==> config.mk <==
export PLATFORM = sky130hd
export DESIGN_NAME = peak_finder
export DESIGN_NICKNAME = d
export VERILOG_FILES = /design/src/rtl/peak_finder_pkg.sv /design/src/rtl/peak_finder_window.sv /design/src/rtl/peak_finder.sv
export SDC_FILE = /design/constraint.sdc
export NUM_CORES = 1
export LEC_CHECK = 0
export CORE_ASPECT_RATIO = 1.4
export CORE_MARGIN = 2
export CORE_UTILIZATION = 45
export CTS_BUF_LIST = sky130_fd_sc_hd__clkbuf_16
export CTS_CLUSTER_SIZE = 16
export DETAILED_ROUTE_END_ITERATION = 10
export PLACE_DENSITY = 0.71
export SLEW_MARGIN = 10
export SYNTH_ARGS = -nofsm -noshare
export SYNTH_HDL_FRONTEND = slang
export SYNTH_SLANG_ARGS = --single-unit
==> constraint.sdc <==
create_clock -name clk -period 7.6 [get_ports clk]
set_input_delay 0.76 -clock clk [delete_from_list [all_inputs] [get_ports clk]]
set_output_delay 0.76 -clock clk [all_outputs]
set_load 0.03 [all_outputs]
==> src/rtl/peak_finder_pkg.sv <==
// Shared parameter defaults and state encoding for the histogram peak finder.
package peak_finder_pkg;

    localparam int NB_DEF     = 4;
    localparam int NPIX_W_DEF = 1;
    localparam int CNT_W_DEF  = 8;
    localparam int WIN_DEF    = 2;

    typedef enum logic [2:0] {
        S_IDLE  = 3'd0,
        S_READ  = 3'd1,
        S_DRAIN = 3'd2,
        S_EMIT  = 3'd3,
        S_DONE  = 3'd4
    } state_t;

endpackage

==> src/rtl/peak_finder_window.sv <==
// Filter window bounds around a peak bin, saturated to the valid bin range.
module peak_finder_window
    import peak_finder_pkg::*;
#(
    parameter int NB  = NB_DEF,
    parameter int WIN = WIN_DEF
) (
    input  logic [NB-1:0] bin,
    output logic [NB-1:0] th_minus,
    output logic [NB-1:0] th_plus
);

    localparam logic [NB:0] WIN_X = (NB+1)'(WIN);
    localparam logic [NB:0] MAX_X = (NB+1)'(2**NB - 1);

    logic [NB:0] bin_x;
    logic [NB:0] lo_x;
    logic [NB:0] hi_x;

    // One extra bit keeps the +WIN sum from wrapping before the clamp.
    always_comb begin
        bin_x = {1'b0, bin};
        lo_x  = (bin_x < WIN_X) ? '0 : (bin_x - WIN_X);
        hi_x  = bin_x + WIN_X;
        if (hi_x > MAX_X) begin
            hi_x = MAX_X;
        end
        th_minus = NB'(lo_x);
        th_plus  = NB'(hi_x);
    end

endmodule

==> src/rtl/peak_finder.sv <==
// Scans every pixel's histogram in RAM and reports the bin with the maximum count
// plus a saturated filter window around it.
module peak_finder
    import peak_finder_pkg::*;
#(
    parameter int NB     = NB_DEF,
    parameter int NPIX_W = NPIX_W_DEF,
    parameter int CNT_W  = CNT_W_DEF,
    parameter int WIN    = WIN_DEF
) (
    input  logic                 clk,
    input  logic                 res,
    input  logic                 start,
    input  logic [CNT_W-1:0]     counts,
    output logic [NPIX_W+NB-1:0] raddr,
    output logic                 rEnable,
    output logic                 readFlag,
    output logic                 busy,
    output logic                 peak_valid,
    output logic [NPIX_W-1:0]    peak_pixel,
    output logic [NB-1:0]        peak_bin,
    output logic [CNT_W-1:0]     peak_count,
    output logic [NB-1:0]        th_minus,
    output logic [NB-1:0]        th_plus,
    output logic                 done
);

    localparam logic [NB-1:0]     LAST_BIN = NB'(2**NB - 1);
    localparam logic [NPIX_W-1:0] LAST_PIX = NPIX_W'(2**NPIX_W - 1);

    state_t              state_q, state_d;
    logic [NPIX_W-1:0]   pixel_q, pixel_d;
    logic [NB-1:0]       bin_q, bin_d;
    logic                rd_valid_q, rd_valid_d;
    logic [NB-1:0]       rd_bin_q, rd_bin_d;
    logic [CNT_W-1:0]    max_q, max_d;
    logic [NB-1:0]       idx_q, idx_d;
    logic [NPIX_W-1:0]   peak_pixel_q, peak_pixel_d;
    logic [NB-1:0]       peak_bin_q, peak_bin_d;
    logic [CNT_W-1:0]    peak_count_q, peak_count_d;
    logic [NB-1:0]       th_minus_q, th_minus_d;
    logic [NB-1:0]       th_plus_q, th_plus_d;
    logic [CNT_W-1:0]    cmp_base;
    logic [NB-1:0]       win_minus, win_plus;

    // Count for bin 0 compares against zero, which restarts the max for a new pixel.
    always_comb begin
        max_d    = max_q;
        idx_d    = idx_q;
        cmp_base = (rd_bin_q == '0) ? '0 : max_q;
        if (rd_valid_q) begin
            if (rd_bin_q == '0) begin
                max_d = '0;
                idx_d = '0;
            end
            if (counts > cmp_base) begin
                max_d = counts;
                idx_d = rd_bin_q;
            end
        end
    end

    peak_finder_window #(
        .NB  (NB),
        .WIN (WIN)
    ) u_window (
        .bin      (idx_d),
        .th_minus (win_minus),
        .th_plus  (win_plus)
    );

    always_comb begin
        state_d      = state_q;
        pixel_d      = pixel_q;
        bin_d        = bin_q;
        rd_valid_d   = 1'b0;
        rd_bin_d     = bin_q;
        peak_pixel_d = peak_pixel_q;
        peak_bin_d   = peak_bin_q;
        peak_count_d = peak_count_q;
        th_minus_d   = th_minus_q;
        th_plus_d    = th_plus_q;
        case (state_q)
            S_IDLE: begin
                if (start) begin
                    state_d = S_READ;
                    pixel_d = '0;
                    bin_d   = '0;
                end
            end
            S_READ: begin
                rd_valid_d = 1'b1;
                bin_d      = bin_q + 1'b1;
                if (bin_q == LAST_BIN) begin
                    state_d = S_DRAIN;
                end
            end
            S_DRAIN: begin
                // Final count arrives now; latch results so they hold until the next strobe.
                state_d      = S_EMIT;
                peak_pixel_d = pixel_q;
                peak_bin_d   = idx_d;
                peak_count_d = max_d;
                th_minus_d   = win_minus;
                th_plus_d    = win_plus;
            end
            S_EMIT: begin
                if (pixel_q == LAST_PIX) begin
                    state_d = S_DONE;
                end else begin
                    state_d = S_READ;
                    pixel_d = pixel_q + 1'b1;
                    bin_d   = '0;
                end
            end
            S_DONE: begin
                state_d = S_IDLE;
            end
            default: begin
                state_d = S_IDLE;
            end
        endcase
    end

    always_ff @(posedge clk) begin
        if (res) begin
            state_q      <= S_IDLE;
            pixel_q      <= '0;
            bin_q        <= '0;
            rd_valid_q   <= 1'b0;
            rd_bin_q     <= '0;
            max_q        <= '0;
            idx_q        <= '0;
            peak_pixel_q <= '0;
            peak_bin_q   <= '0;
            peak_count_q <= '0;
            th_minus_q   <= '0;
            th_plus_q    <= '0;
        end else begin
            state_q      <= state_d;
            pixel_q      <= pixel_d;
            bin_q        <= bin_d;
            rd_valid_q   <= rd_valid_d;
            rd_bin_q     <= rd_bin_d;
            max_q        <= max_d;
            idx_q        <= idx_d;
            peak_pixel_q <= peak_pixel_d;
            peak_bin_q   <= peak_bin_d;
            peak_count_q <= peak_count_d;
            th_minus_q   <= th_minus_d;
            th_plus_q    <= th_plus_d;
        end
    end

    assign raddr      = {pixel_q, bin_q};
    assign rEnable    = (state_q != S_READ);
    assign readFlag   = (state_q == S_READ);
    assign busy       = (state_q != S_IDLE);
    assign peak_valid = (state_q == S_EMIT);
    assign done       = (state_q == S_DONE);
    assign peak_pixel = peak_pixel_q;
    assign peak_bin   = peak_bin_q;
    assign peak_count = peak_count_q;
    assign th_minus   = th_minus_q;
    assign th_plus    = th_plus_q;

endmodule
Word level (Yosys, flattened, before mapping)
Cells that the tools add are included.

Register bits: 46. Output and inout port bits: 31. Word-level logic and storage cells: 55.

Add/subtract/negate cells: 4. $lt $le $gt $ge: 3. Equal/unequal tests: 9. Muxes and demuxes: 19. Reduce and logical (&&, ||, !) cells: 8.

Operator list (count): $mux W4 (7); $mux W8 (3); $pmux W3 S4 (1); $pmux W4 S3 (1); $mux W3 (3); $gt A8 B8 Y1 (1); $eq A3 B2 Y1 const B (2); $reduce_bool A3 Y1 (2); $add A4 B2 Y5 const B (1); $gt A5 B4 Y1 const B (1); $add A4 B1 Y4 const B (1); $eq A4 B4 Y1 const B (1); $logic_not A4 Y1 (1); $lt A4 B2 Y1 const B (1); $ne A2 B2 Y1 const B (2); $reduce_and A2 Y1 (2); $sub A4 B2 Y4 const B (1); $eq A3 B1 Y1 const B (1); $eq A3 B3 Y1 const B (1); $logic_not A3 Y1 (1); $mux W1 (3); $ne A3 B1 Y1 const B (1); $reduce_and A3 Y1 (1); $ne A2 B1 Y1 const B (1); other kinds (3) (3).

Longest topological paths before layout
Depth after elaboration: 8. Gate-level depth with buffers: 16. Depth with buffers taken out: 13.

Cells and area by module
From an unflattened synthesis, not the netlist that was laid out.

Cells, all modules: 246. Area total of the unflattened synthesis: 2133.3 um^2.

Modules (own cells, without submodules): peak_finder (times used 1, cells an instance 219, area each 1949.4 um^2, sequential area each 920.9 um^2); peak_finder_window (times used 1, cells an instance 27, area each 183.9 um^2, sequential area each 0.0 um^2).

Worst setup path before layout
No wires, ideal clock.

Path kind: register -> register. From: register rd_bin_q[2]. To: register th_plus_q[1] (netlist: th_plus[1]). Arrival: 3.276 ns. Required time: 7.470 ns. Setup slack: 4.194 ns. Cell stages (with the launch flop): 17. Path through: dfxtp_1 -> or4_1 -> clkbuf_1 -> and2_1 -> ha_1 -> and4_2 -> nand2_2 -> o2111ai_2 -> and3_1 -> buf_6 -> buf_6 -> a22oi_2 -> inv_1 -> ha_1 -> or3_1 -> nand4_1 -> a311oi_1.

Word-level cells in the longest chain between the ends: 8.

Ends and longest elaborated chain: start: declaration (RTL line peak_finder.sv:35) `logic [NB-1:0] rd_bin_q, rd_bin_d;`; start signal: assignment (RTL line peak_finder.sv:144) `rd_bin_q <= rd_bin_d;`; $logic_not A4 Y1 (RTL line peak_finder.sv:50, peak_finder.sv:52); $mux W8 (RTL line peak_finder.sv:50) `cmp_base = (rd_bin_q == '0) ? '0 : max_q;`; $gt A8 B8 Y1 (RTL line peak_finder.sv:56) `if (counts > cmp_base) begin`; $mux W4 (*) (RTL line peak_finder.sv:56); $mux W4 (*) (RTL line peak_finder.sv:51) `if (rd_valid_q) begin`; net idx_d[2] (RTL line peak_finder.sv:37) `logic [NB-1:0] idx_q, idx_d;`; $add A4 B2 Y5 (*) (RTL line peak_finder_window.sv:24) `hi_x = bin_x + WIN_X;`; $gt A5 B4 Y1 (*) (RTL line peak_finder_window.sv:25) `if (hi_x > MAX_X) begin`; $mux W4 (*) (RTL line peak_finder_window.sv:25); end signal: assignment (RTL line peak_finder.sv:151) `th_plus_q <= th_plus_d;`; end: declaration (RTL line peak_finder.sv:42) `logic [NB-1:0] th_plus_q, th_plus_d;`.

Mark *: on every way through the listed nets, which the timed path passes. The rest lies on a longest branch. A chain may end at the register's enable or synchronous reset.

Final worst setup path
From: register rd_bin_q[2]. To: register th_plus_q[1] (netlist: th_plus[1]).

Word-level cells in the longest chain between the ends: 8.

Ends and longest elaborated chain (RTL line): $logic_not A4 Y1 (*) (peak_finder.sv:50, peak_finder.sv:52); $mux W8 (peak_finder.sv:50); $gt A8 B8 Y1 (peak_finder.sv:56); $mux W4 (*) (peak_finder.sv:56); $mux W4 (*) (peak_finder.sv:51); net idx_d[1] (peak_finder.sv:37); $add A4 B2 Y5 (*) (peak_finder_window.sv:24); $gt A5 B4 Y1 (peak_finder_window.sv:25); $mux W4 (*) (peak_finder_window.sv:25).

Marks and branches as above.

==> metrics.md <==
| Metric | Value |
|---|---|
| Met1 GRT Util | `20.0%` |
| Max-cap violations | `0` |
| Total global routing overflow | `0` |
| Ys async rst share | `0%` |
| Postcts setup bufs | `0` |
| Headroom to the max-slew limit | `59.6%` |
| RSZ-0062 raised after global routing | `no` |
| Synth cell types | `51` |
| Yosys reg bits | `46` |
| Average vias per placed instance | `5.27` |
| IR drop worst, VDD | `0.000124 V` |
| Synth Flop Type | `dfxtp_1` |
| Most frequent CP cell | `ha_1` |
| Filler instances | `443` |
| DR WL/cell | `13.8 µm` |
| Post-CTS Hold Buffers | `0` |
| Crit path launch type | `flip-flop` |
| Antenna-violating nets left | `0` |
| Commonest non-fill, non-tap cell in the layout | `dfxtp_1` |
| Critical hold path startpoint | `th_minus[0]$_SDFFE_PP0P_` |
| Avg Inst Size Synth | `9.22 µm²` |
| Period minus WS final | `3730 ps` |
| Worst-path maximum fanout | `14` |
| Worst EP arrival | `3880 ps` |
| Die area | `5330 µm²` |
| Vias post-DR | `1729` |
| Drt pass-1 iters | `4` |
| Slowest CP cell | `or4_1` |
| Wirelength, routed | `4.54 mm` |
| Share of the synthesized area in the top cell type | `43.1%` |
| Internal Power | `415 µW` |
| Fin crit share | `49.0%` |
| Bufs on Longest Clock Path | `2` |
| HP Class | `reg -> reg` |
| Port bufs | `41` |
| Pin count of the biggest net entering global routing | `47` |
| Run status | `completed` |
| # clock sinks | `46` |
| N_diodes | `0` |
| TritonCTS clock tree | `built` |
| Final hold slack | `456 ps` |
| Worst Setup End Kind | `flip-flop` |
| Hold depth | `2` |
| DP HPWL | `3.21 mm` |
| CTS buffer count | `5` |
| First-pass GRT wire length | `7.75 mm` |
| Clock transition at path regs | `60 ps` |
| Post-synth EDFFs | `0` |
| Gpl congestion | `0.808` |
| Total Neg Setup Slack | `0 ps` |
| Die Span Y | `85.6 µm` |
| Syn Nets | `255` |
| Pleak | `0.00101 µW` |
| Worst Hold Endpoint | `th_minus[0]$_SDFFE_PP0P_` |
| Post-CTS Resized | `0` |
| Share of cells above drive strength 1 | `9.77%` |
| Seq/Total Area, Yosys | `43.1%` |
| Iteration-0 DRC Markers | `66` |
| Final Instance Area | `2680 µm²` |
| FP Rows | `29` |
| Max Slew Vio Count | `0` |
| DR DRC count | `0` |
| Switching share of power | `21.9%` |
| CP peak stage delay | `700 ps` |
| Synth top area cells | `dfxtp_1 (43%), nor2_1 (7.2%), ha_1 (7.0%)` |
| Commonest non-fill, non-tap cells in the layout | `dfxtp_1 (46), nor2_1 (41), clkdlybuf4s50_1 (41), nand2_1 (22), a211oi_1 (13)` |
| Final nets | `288` |
| Setup violators final | `0` |
| Required @ worst endpoint | `7760 ps` |
| Reg-to-reg endpoint | `th_plus[1]$_SDFFE_PP0P_` |
| Warnings from Yosys | `0` |
| Area leader, netlist | `dfxtp_1` |
| Layout area overhead | `25.3%` |
| Most used routing layer | `met2` |
| Top-Level Pins | `42` |
| Vias in the first global route | `1684` |
| Critical path class | `reg -> reg` |
| GR met3 Demand/Resource | `3.81%` |
| CP cell instances | `or4_1 -> and2_1 -> ha_1 -> and4_2 -> nand2_2 -> o2111ai_2 -> and3_1 -> a22oi_4 -> inv_2 -> ha_1 -> or3_1 -> nand4_1 -> a311oi_1` |
| Initial Util | `46.8%` |
| Root Buffer Master | `clkbuf_16` |
| Final hold vios | `0` |
| Clock Latency Late Sink | `290 ps` |
| R2R Setup Slk | `3870 ps` |
| Path depth of the worst reg2reg path | `13` |
| Worst-Margin Slew | `607 ps` |
| Met2 GRT Util | `33.0%` |
| Layout Utilization | `58.6%` |
| Die X | `62.3 µm` |
| R2r startpoint | `rd_bin_q[2]$_SDFF_PP0_` |
| Core area | `4570 µm²` |
| Comb pwr share | `7.5%` |
| Mapped Area | `2140 µm²` |
| DP Area | `2510 µm²` |
| Final Power | `531 µW` |
| Syn Inst Count | `232` |
| H-tree level count | `2` |
| GRT Overall Usage | `18.5%` |
| Sequential Power Share | `46.8%` |
| P_sw | `117 µW` |
| Initial antenna violation count | `0` |
| PD cells | `198 nW/µm²` |
| Clk_skew | `6.91 ps` |
| Power share of the clock group | `45.7%` |
| Max frequency | `0.268 GHz` |
[worst max-delay path: cells and delay by family, from the launching register on]
family | cells | cell delay (ps)
adder cells (fa/ha/maj) | 2 | 460
AO/OA/AOI/OAI | 3 | 580
AND/OR/NAND/NOR | 7 | 2120
buffers and inverters | 1 | 90
flip-flops | 1 | 350
[Yosys cell counts, types with 2 or more instances]
| master | count |
|---|---|
| inv_1 | 4 |
| nor2_1 | 41 |
| nand2_2 | 2 |
| clkbuf_1 | 7 |
| nor3_1 | 2 |
| nor3b_1 | 2 |
| dfxtp_1 | 46 |
| a311oi_1 | 4 |
| buf_4 | 2 |
| ha_1 | 12 |
| clkbuf_8 | 3 |
| buf_6 | 4 |
| nand2_1 | 22 |
| a21oi_1 | 9 |
| nand3_1 | 4 |
| a22oi_1 | 9 |
| and2_1 | 2 |
| o21ai_0 | 5 |
| nor2b_1 | 5 |
| a211oi_1 | 13 |
| o211ai_1 | 3 |
| and4_2 | 2 |
[state kept, by name, indices dropped and copies added, names as in the netlist, 4 cells and up]
register,cells
bin_q,4
idx_q,4
max_q,8
peak_bin,4
peak_count,8
rd_bin_q,4
th_minus,4
th_plus,4
[per-layer routing]
metal  vias up  share of wire (%)  wire (µm)
met5         -                  0          0
met4         0                4.2        191
met3        12                3.6        165
met2        42                 51       2300
met1       781                 42       1890
li1        894                  -          -
[metrics by stage]
stage / setup slack (ps) / instances
after floorplan: 4190 / 232
after global placement: 3890 / 320
after detailed placement: 3810 / 320
after CTS: 3850 / 328
after global routing: 3600 / 328
final: 3870 / 328
[cells by family (layout without fill, tap and decap cells)]
logic type,after synthesis,count (layout),share of synthesized area [%]
simple gates,93,93,20.8
compound gates,57,57,21.2
flops,46,46,43.1
buf+inv,22,56,7.08
fa+ha+maj,12,12,7.02
xor+xnor,1,1,0.410
mux,1,1,0.468
[final cells by class]
type / count / area, µm² / share of cell area (%)
clock inverter: 3 / 40.0 / 1.49
timing repair buffer: 43 / 425 / 15.9
inverter: 5 / 18.8 / 0.701
multi-input combinational: 164 / 1070 / 40.0
clock buffer: 5 / 125 / 4.67
sequential: 46 / 921 / 34.4
tap: 62 / 77.6 / 2.90
[power by group through the flow]
stage,combinational [µW],sequential [µW],clock (µW)
2_1_floorplan,28.2,254,0
3_3_place_gp,39.7,254,0
3_5_place_dp,39.8,254,0
4_1_cts,40.2,249,246
5_1_grt,44.0,249,256
6_report,39.8,249,243
[worst max path at each step]
| stage | cells after the start | to | from |
|---|---|---|---|
| after floorplan | 16 | th_plus[1]$_SDFFE_PP0P_ | rd_bin_q[2]$_SDFF_PP0_ |
| after global placement | 12 | th_plus[1]$_SDFFE_PP0P_ | counts[1] |
| after detailed placement | 12 | th_plus[2]$_SDFFE_PP0P_ | counts[1] |
| after CTS | 13 | th_plus[1]$_SDFFE_PP0P_ | rd_bin_q[2]$_SDFF_PP0_ |
| after global routing | 13 | th_plus[1]$_SDFFE_PP0P_ | rd_bin_q[2]$_SDFF_PP0_ |
| final | 13 | th_plus[1]$_SDFFE_PP0P_ | rd_bin_q[2]$_SDFF_PP0_ |
No activity file was read; power rests on OpenSTA's default activity.
==> variant (same settings) <==
Encoding of `state_t`: now Gray code (3 bits for 5 states).
--- a/src/rtl/peak_finder_pkg.sv
+++ b/src/rtl/peak_finder_pkg.sv
@@ -7,11 +7,11 @@
     localparam int WIN_DEF    = 2;
 
     typedef enum logic [2:0] {
-        S_IDLE  = 3'd0,
-        S_READ  = 3'd1,
-        S_DRAIN = 3'd2,
-        S_EMIT  = 3'd3,
-        S_DONE  = 3'd4
+        S_IDLE  = 3'b000,
+        S_READ  = 3'b001,
+        S_DRAIN = 3'b011,
+        S_EMIT  = 3'b010,
+        S_DONE  = 3'b110
     } state_t;
 
 endpackage
Function: same outputs for any inputs over 10 cycles, from zero or initial values; not proved beyond that.
==> variant against the original RTL <==
  * Via count is 3.7% higher
  * Final area is 1.6% higher
  * Critical path depth is 1 higher
  * Wire length is 3.9% higher
  * Largest cell class unchanged
  * Area after synthesis is 0.82% lower
  * Setup slack worse by 0.35 ns
  * Maximum frequency is 8.6% lower
  * Sequential cell count stayed put
  * Critical path type unchanged
  * Power is 0.30% higher
==> variant: results (changes against the original RTL) <==
stage	metric	value	unit	change
final_layout	final_nets	294		was 288
yosys	postSynthAreaPerCell	8.948	sq um	was 9.217 sq um
yosys	synth_nets	260		was 255
sta	finalClockSkew	0.003158	ns	was 0.006913 ns
placed_design	globalplace.congestion	0.8896		was 0.8076
power_and_ir_drop	irDropWorstVdd	0.1253	mV	was 0.1241 mV
sta	finalCritPeriodShare	53.67	%	was 49.03%
final_layout	diodes	0		unchanged
global_route	antenna_found_initial	0		unchanged
worst_setup_path	cp.arrival	4.27	ns	was 3.88 ns
worst_setup_path	cp_slowest_stage_delay	0.91	ns	was 0.70 ns
detailed_routing	drtIter0Drc	62		was 66
final_layout	drive_gt1_share	9.926	%	was 9.774%
detailed_routing	wl_per_cell	14.13	um	was 13.84 um
status	status	completed		unchanged
placed_design	dp_hpwl	3.446	mm	was 3.208 mm
global_route	grtUsageTotal	19.33	%	was 18.45%
sta	slew_headroom	22.29	%	was 59.57%
detailed_routing	vias	1793		was 1,729
clock_tree	clockBufferDepth	2		unchanged
placed_design	postPlaceCellArea	0.002552	sq mm	was 0.002514 sq mm
placed_design	dp.cells	326		was 320
global_route	grt_max_degree	35		was 47
yosys	synth_area_leaders	dfxtp_1 43%, nor2_1 7.3%, ha_1 7.1%		was dfxtp_1 43%, nor2_1 7.2%, ha_1 7.0%
clock_tree	insertion_delay	0.28	ns	
global_route	grt_pass1_vias	1676		was 1,684
yosys	synth_common_cells	46 x dfxtp_1, 41 x nor2_1, 21 x nand2_1		was 46 x dfxtp_1, 41 x nor2_1, 22 x nand2_1
yosys	yosysUniqueCellTypes	46		was 51
power_and_ir_drop	p_leak	0.9706	nW	was 1.007 nW
worst_setup_path	crit_family	compound AO/OA/AOI/OAI gates		was simple AND/OR/NAND/NOR gates
global_route	grt_pass1_wl	7.652	mm	was 7.748 mm
yosys	synth_seq_area_share	43.42	%	was 43.07%
detailed_routing	drtPass1Iterations	4		unchanged
clock_tree	clkSlewWorstSetupHoldPaths	0.06	ns	about the same
worst_setup_path	crit_slowest_cell	a21oi_1		was or4_1
final_layout	final_cells	334		was 328
clock_tree	ctsResizeCount	0		unchanged
placed_design	placement.io_buffers	41		unchanged
yosys	ys_async_sr_fraction	0	%	unchanged
worst_setup_path	cp_max_fo	15		was 14
variant: metal layers:
| layer | GRT usage (%) | share of wire, % | vias to the layer above |
|---|---|---|---|
| met3 | 5.183 | 4.8 | 7 |
| met2 | 33.33 | 52 | 38 |
| li1 | - | - | 914 |
| met1 | 21.85 | 42 | 834 |
| met4 | 6.963 | 1.7 | 0 |
| met5 | 0 | 0 | - |
variant: tightest hold or removal path, stage by stage, from the launching register on:
cell and delay [ns]:
dfxtp_1 0.31, nand2_1 0.05, a21oi_1 0.05
variant: area by class of cell:
class,instances,area [sq um]
fillers,428,1814
inverters,7,26.28
well taps,62,77.57
multi-input cells,168,1102
flip-flops and latches,46,920.9
clock buffers,5,125.1
repair buffers,43,425.4
clock inverters,3,43.79
variant: per-stage QoR:
step,setup WS (ns),utilization [%]
6_report,3.521,60.00
5_1_grt,3.129,60.00
4_1_cts,3.519,60.00
3_5_place_dp,3.483,56.28
3_3_place_gp,3.562,56.28
2_1_floorplan,4.184,-
variant: logic make-up after synthesis:
| kind of cell | synth area share (%) |
|---|---|
| flops | 43.42 |
| fa+ha+maj | 7.079 |
| simple gates | 21.24 |
| compound gates | 23.54 |
| buf+inv | 4.720 |
variant: final timing paths:
check                           startpoint                       end  slack (ns)  cells past startpoint
hold reg to reg   th_minus[3]$_SDFFE_PP0P_  th_minus[3]$_SDFFE_PP0P_        0.46                      2
setup reg to reg    rd_bin_q[2]$_SDFF_PP0_   th_plus[1]$_SDFFE_PP0P_        3.52                     14
hold / removal    th_minus[3]$_SDFFE_PP0P_  th_minus[3]$_SDFFE_PP0P_        0.46                      2
setup / recovery    rd_bin_q[2]$_SDFF_PP0_   th_plus[1]$_SDFFE_PP0P_        3.52                     14
variant: power by group:
part / internal, mW / switching [mW] / leakage [nW] / total (mW)
Sequential: 0.245 / 0.00342 / 0.372 / 0.248
Clock: 0.156 / 0.0897 / 0.0842 / 0.245
Combinational: 0.0161 / 0.0237 / 0.515 / 0.0399
